**src/rtl/fsk_pkg.sv**
```systemverilog
// Shared types and constants for the FSK transmit path.
// Symbol levels match what the FSK_modulator benches use.
package fsk_pkg;

  typedef enum logic [2:0] {
    IDLE  = 3'd0,
    PRE   = 3'd1,
    START = 3'd2,
    DATA  = 3'd3,
    STOP  = 3'd4
  } state_t;

  localparam int   CNT_W = 16;
  localparam logic MARK  = 1'b1;
  localparam logic SPACE = 1'b0;

endpackage

```
**src/rtl/fsk_tx_sequencer_if.sv**
```systemverilog
// Byte valid/ready channel into the FSK frame sequencer.
// Master offers bytes; slave accepts them.
interface fsk_tx_sequencer_if #(
  parameter int DW = 8
);

  logic [DW-1:0] tx_data;
  logic          tx_valid;
  logic          tx_ready;

  modport master (
    output tx_data,
    output tx_valid,
    input  tx_ready
  );

  modport slave (
    input  tx_data,
    input  tx_valid,
    output tx_ready
  );

endinterface

```
**src/rtl/fsk_bit_timer.sv**
```systemverilog
// Symbol timer: counts 0..BIT_PERIOD-1 while enabled.
// bit_tick is registered and lines up with the last count.
module fsk_bit_timer
  import fsk_pkg::*;
#(
  parameter int BIT_PERIOD = 400
) (
  input  logic             clk,
  input  logic             rst,
  input  logic             en,
  input  logic             clr,
  output logic [CNT_W-1:0] cnt,
  output logic             bit_tick
);

  localparam logic [CNT_W-1:0] LAST =
    CNT_W'(BIT_PERIOD - 1);
  localparam logic [CNT_W-1:0] PRE_LAST =
    CNT_W'(BIT_PERIOD - 2);

  // Tick is set one count early so it is high exactly at LAST.
  always_ff @(posedge clk or posedge rst) begin
    if (rst) begin
      cnt      <= '0;
      bit_tick <= 1'b0;
    end else if (clr) begin
      cnt      <= '0;
      bit_tick <= 1'b0;
    end else if (en) begin
      cnt      <= (cnt == LAST) ? '0 : cnt + 1'b1;
      bit_tick <= (cnt == PRE_LAST);
    end
  end

endmodule

```
**src/rtl/fsk_tx_sequencer.sv**
```systemverilog
// Frame controller ahead of the FSK modulator:
// preamble, start, LSB-first data, stop; modulator held in reset when idle.
module fsk_tx_sequencer
  import fsk_pkg::*;
#(
  parameter int BIT_PERIOD    = 400,
  parameter int PREAMBLE_BITS = 8,
  parameter int DATA_BITS     = 8
) (
  input  logic              clk,
  input  logic              rst,
  fsk_tx_sequencer_if.slave tx,
  output logic              fsk_data,
  output logic              mod_rst,
  output logic              busy,
  output logic              bit_tick,
  output logic              frame_done
);

  localparam logic [CNT_W-1:0] PRE_LAST =
    CNT_W'(BIT_PERIOD - 2);
  localparam logic [3:0] PRE_END  =
    4'(PREAMBLE_BITS - 1);
  localparam logic [3:0] DATA_END =
    4'(DATA_BITS - 1);

  state_t               state;
  logic [CNT_W-1:0]     cnt;
  logic [3:0]           bit_idx;
  logic [DATA_BITS-1:0] shreg;
  logic [DATA_BITS-1:0] shreg_nx;
  logic                 run;
  logic                 ready;
  logic                 accept;

  assign run         = (state != IDLE);
  assign shreg_nx    = shreg >> 1;
  assign ready       = (state == IDLE) |
                       ((state == STOP) & bit_tick);
  assign tx.tx_ready = ready;
  assign accept      = tx.tx_valid & ready;

  fsk_bit_timer #(
    .BIT_PERIOD (BIT_PERIOD)
  ) u_timer (
    .clk      (clk),
    .rst      (rst),
    .en       (run),
    .clr      (~run),
    .cnt      (cnt),
    .bit_tick (bit_tick)
  );

  always_ff @(posedge clk or posedge rst) begin
    if (rst) begin
      state      <= IDLE;
      fsk_data   <= MARK;
      mod_rst    <= 1'b1;
      busy       <= 1'b0;
      frame_done <= 1'b0;
      bit_idx    <= '0;
      shreg      <= '0;
    end else begin
      // Registered so it rises with the STOP symbol's bit_tick.
      frame_done <= (state == STOP) && (cnt == PRE_LAST);
      unique case (state)
        IDLE: begin
          if (accept) begin
            shreg   <= tx.tx_data;
            mod_rst <= 1'b0;
            busy    <= 1'b1;
            bit_idx <= '0;
            if (PREAMBLE_BITS != 0) begin
              state    <= PRE;
              fsk_data <= MARK;
            end else begin
              state    <= START;
              fsk_data <= SPACE;
            end
          end
        end
        PRE: begin
          if (bit_tick) begin
            if (bit_idx == PRE_END) begin
              state    <= START;
              fsk_data <= SPACE;
              bit_idx  <= '0;
            end else begin
              fsk_data <= bit_idx[0];
              bit_idx  <= bit_idx + 1'b1;
            end
          end
        end
        START: begin
          if (bit_tick) begin
            state    <= DATA;
            fsk_data <= shreg[0];
            bit_idx  <= '0;
          end
        end
        DATA: begin
          if (bit_tick) begin
            shreg <= shreg_nx;
            if (bit_idx == DATA_END) begin
              state    <= STOP;
              fsk_data <= MARK;
              bit_idx  <= '0;
            end else begin
              fsk_data <= shreg_nx[0];
              bit_idx  <= bit_idx + 1'b1;
            end
          end
        end
        STOP: begin
          if (bit_tick) begin
            bit_idx <= '0;
            if (accept) begin
              state    <= START;
              shreg    <= tx.tx_data;
              fsk_data <= SPACE;
            end else begin
              state    <= IDLE;
              fsk_data <= MARK;
              mod_rst  <= 1'b1;
              busy     <= 1'b0;
            end
          end
        end
        default: begin
          state    <= IDLE;
          fsk_data <= MARK;
          mod_rst  <= 1'b1;
          busy     <= 1'b0;
        end
      endcase
    end
  end

endmodule
```
**src/flat_wrapper.sv**
```systemverilog
// flat-port wrapper written by rule: the top's interface ports become plain ports
module fsk_tx_sequencer_flat import fsk_pkg::*;
#(
  parameter int BIT_PERIOD    = 400,
  parameter int PREAMBLE_BITS = 8,
  parameter int DATA_BITS     = 8
)
  (clk, rst, fsk_data, mod_rst, busy, bit_tick, frame_done, tx_tx_data, tx_tx_valid, tx_tx_ready);
  fsk_tx_sequencer_if tx_i ();
  input  logic clk;
  input  logic rst;
  output logic fsk_data;
  output logic mod_rst;
  output logic busy;
  output logic bit_tick;
  output logic frame_done;
  input wire logic [$bits(tx_i.tx_data)-1:0] tx_tx_data;
  input wire logic [$bits(tx_i.tx_valid)-1:0] tx_tx_valid;
  output wire logic [$bits(tx_i.tx_ready)-1:0] tx_tx_ready;
  assign tx_i.tx_data = tx_tx_data;
  assign tx_i.tx_valid = tx_tx_valid;
  assign tx_tx_ready = tx_i.tx_ready;
  fsk_tx_sequencer #(.BIT_PERIOD(BIT_PERIOD), .PREAMBLE_BITS(PREAMBLE_BITS), .DATA_BITS(DATA_BITS)) u_core (.clk(clk), .rst(rst), .tx(tx_i), .fsk_data(fsk_data), .mod_rst(mod_rst), .busy(busy), .bit_tick(bit_tick), .frame_done(frame_done));
endmodule
```
**config.mk**
```make
export PLATFORM = sky130hd
export DESIGN_NAME = fsk_tx_sequencer_flat
export DESIGN_NICKNAME = d
export VERILOG_FILES = /design/src/rtl/fsk_pkg.sv /design/src/rtl/fsk_tx_sequencer_if.sv /design/src/rtl/fsk_bit_timer.sv /design/src/rtl/fsk_tx_sequencer.sv /design/src/flat_wrapper.sv
export SDC_FILE = /design/constraint.sdc
export NUM_CORES = 1
export LEC_CHECK = 0
export ABC_AREA = 1
export CAP_MARGIN = 20
export CORE_MARGIN = 3
export CORE_UTILIZATION = 55
export CTS_CLUSTER_SIZE = 25
export DETAILED_ROUTE_END_ITERATION = 8
export PLACE_DENSITY = 0.83
export SYNTH_ARGS = -nofsm -noshare
export SYNTH_HDL_FRONTEND = slang
export SYNTH_SLANG_ARGS = --single-unit
```
**constraint.sdc**
```tcl
create_clock -name clk -period 3.1 [get_ports clk]
set_input_delay 0.62 -clock clk [delete_from_list [all_inputs] [get_ports clk]]
set_output_delay 0.62 -clock clk [all_outputs]
set_load 0.02 [all_outputs]
```
==> run_results.csv <==
group,metric,value,unit
logic_synthesis,synth_ff_type,"dfrtp_1",
timing,min_period,2.35,ns
final_layout,multi_input_area,1060,µm²
job,max_cap_viol_count,0,
die,floorplan.rows,21,
grt,groute.layer.met3.usage,0.0516,
die,die_area,4600,µm²
power,p_leak,1.19,nW
logic_synthesis,ys_warn_count,0,
hold_path,timing.hold.worst_path_depth,2,
final_layout,antenna_cells,0,
logic_synthesis,ys_seq_elements,36,
final_layout,finalCoreUtilization,0.687,
logic_synthesis,synth.yosys.seq_area_share,0.430,
die,die_width,67.8,µm
die,core_area,3490,µm²
grt,grt.met2_usage,0.316,
logic_synthesis,number_of_enable_type_register_cells_in_the_synthesized_netlist,0,
logic_synthesis,synthesis.instances,287,
logic_synthesis,netlist_area,2100,µm²
timing,final.hold.worst_slack,0.469,ns
placed_design,port_buffers,16,
die,floorplan.io_pins,17,
timing,rsz0062_at_grt,"false",
logic_synthesis,synth_fp_nets,301,
drt,remaining_drcs,0,
final_layout,num-fill-cells,302,
timing,min_period_over_period,0.759,
cts,clock_path_buffers,2,
final_layout,final_nets,323,
hold_path,worst_hold_path_type,"reg2reg",
timing,finalSetupViolations,0,
grt,gr-max-usage-layer,"met2",
drt,firstDrtPassIters,4,
die,initial_core_util,0.601,
timing,max_slew_margin,0.600,
placed_design,postPlaceCellArea,2310,µm²
cts,cts.root.buffer_cell,"clkbuf_8",
final_layout,post_synthesis_to_final_layout_area_growth,14.2,%
cts,worst_setup_hold_path_clk_slew,0.08,ns
critical_path,worst_ep_required_time,2.48,ns
logic_synthesis,netlist_top_cells_count,"nand2_1 (108), nor2_1 (41), dfrtp_1 (34)",
grt,initial_antenna_violation_count,0,
cts,insertion_delay,0.29,ns
timing,worst_slew_pin_tran,0.599,ns
critical_path,critical_path.startpoint_type,"flip-flop",
cts,postCtsSetupRepairBufs,0,
critical_path,worst_setup_path_end_kind,"primary output",
final_layout,post_route_cells_drive_above_1_share,0.100,
timing,fin_worst_skew,0.00920,ns
outcome,outcome,"finished clean",
drt,drt_first_iter_violations,209,
placed_design,place.gp.congestion,0.932,
grt,grt.total_usage,0.207,
placed_design,detailedPlacementHpwl,3040,µm
final_layout,stdcell_area,2400,µm²
logic_synthesis,yosys.cell_types.count,28,
drt,vias_per_cell,5.11,
die,fp.dieH,67.8,µm
drt,drt-total-wl,4050,µm
timing,tns,0,ns
drt,detailroute.via_count,1818,
critical_path,critPathMaxFanout,12,
power,cellPowerDensity,703,nW/µm²
logic_synthesis,yosys.area.top_type,"dfrtp_1",
logic_synthesis,postSynthAreaPerCell,7.32,µm²
timing,finalHoldViolations,0,
grt,first_global_vias,1643,
logic_synthesis,ys_async_sr_fraction,1.00,
cts,cts-hold-fix-buffers,0,
logic_synthesis,synthMostInstantiatedCell,"nand2_1",
cts,cts_repair_resize_count,0,
final_layout,ff_latch_area,903,µm²
timing,fmax,425,MHz
logic_synthesis,top_cell_type_s_share_of_synthesized_area,0.405,
critical_path,ff2ff_path_depth,7,
critical_path,cp.arrival,1.73,ns
drt,route.antenna.remaining_nets,0,
cts,h-tree-depth,2,
grt,grtUsageMet1,0.292,
power,peakVddDrop,0.000446,V
cts,tritoncts,"done",
critical_path,worst-setup-path-type,"reg2out",
grt,globalRouteOverflowTotal,0,
grt,maximum_number_of_pins_on_one_net_before_global_route_repair,37,
timing,final_max_slew_viol_count,0,
logic_synthesis,main_area_contributors_after_synthesis,"dfrtp_1 (41%), nand2_1 (19%), nor2_1 (7.3%)",
grt,first_pass_grt_wire_length,7140,µm
cts,clock_sink_count,36,
drt,avgRoutedWirePerCell,11.4,µm
cts,numCtsBuffers,5,
-- layer usage --
layer	up-vias	routed length, µm
li1	941	-
met1	835	2080
met2	38	1760
met3	4	159
met4	0	48
met5	-	0
-- worst max-delay path, stage by stage, from the launching register on --
cell             delay, ns
dfrtp_1               0.60
a21oi_1               0.23
clkdlybuf4s50_1       0.62
-- final timing paths --
kind | startpoint | slack (ns) | to
max in group asynchronous | rst | 2.03 | u_core.mod_rst
min in group asynchronous | rst | 0.73 | u_core.shreg[6]
worst min register to register | u_core.mod_rst | 0.47 | u_core.mod_rst
worst max register to register | u_core.u_timer.cnt[1] | 1.53 | u_core.u_timer.cnt[4]
worst max-delay path | u_core.state[2] | 0.75 | tx_tx_ready
worst min-delay path | u_core.mod_rst | 0.47 | u_core.mod_rst
-- final cells by class --
type	instances	area share
inverter	30	0.0490
multi-input combinational	219	0.443
timing repair buffer	17	0.0699
clock buffer	8	0.0375
sequential	36	0.376
tap	46	0.0240
-- cell usage in the layout, fill, tap and decap left out, drive strengths merged --
master and instances:
a21oi 2, and2 1, buf 1, clkbuf 8, clkdlybuf4s50 16, dfrtp 34
dfstp 2, ha 3, inv 30, nand2 118, nand3 21, nand4 6
nor2 44, nor3 4, nor3b 4, o211ai 1, o21ai 6, o21bai 1
xnor2 2, xor2 6
-- metrics by stage --
step,power [mW],setup WS [ns],instances
2_1_floorplan,1.19,1.44,287
3_3_place_gp,1.33,1.07,348
3_5_place_dp,1.35,1.05,348
4_1_cts,1.71,0.726,356
5_1_grt,1.83,0.629,356
6_report,1.69,0.746,356
-- state kept, by name, indices dropped and copies added, names as in the netlist --
register	count
u_core.u_timer.cnt	16
u_core.shreg	8
u_core.bit_idx	4
u_core.state	3
u_core.busy	1
u_core.frame_done	1
u_core.fsk_data	1
u_core.mod_rst	1
u_core.u_timer.bit_tick	1
-- power breakdown --
part	leakage [nW]	switching, mW	internal, mW
Sequential	0.466	0.109	0.603
Clock	0.0455	0.164	0.181
Combinational	0.678	0.386	0.244
Total	1.19	0.659	1.03
-- cell families (layout without fill, tap and decap cells) --
group / Yosys count / after routing / synth area share
AND/OR/NAND/NOR: 198 / 198 / 0.427
adder cells (fa/ha/maj): 3 / 3 / 0.0179
buffers and inverters: 32 / 55 / 0.0637
flip-flops: 36 / 36 / 0.430
AO/OA/AOI/OAI: 10 / 10 / 0.0280
XOR/XNOR: 8 / 8 / 0.0334
No activity file was read; power rests on OpenSTA's default activity.
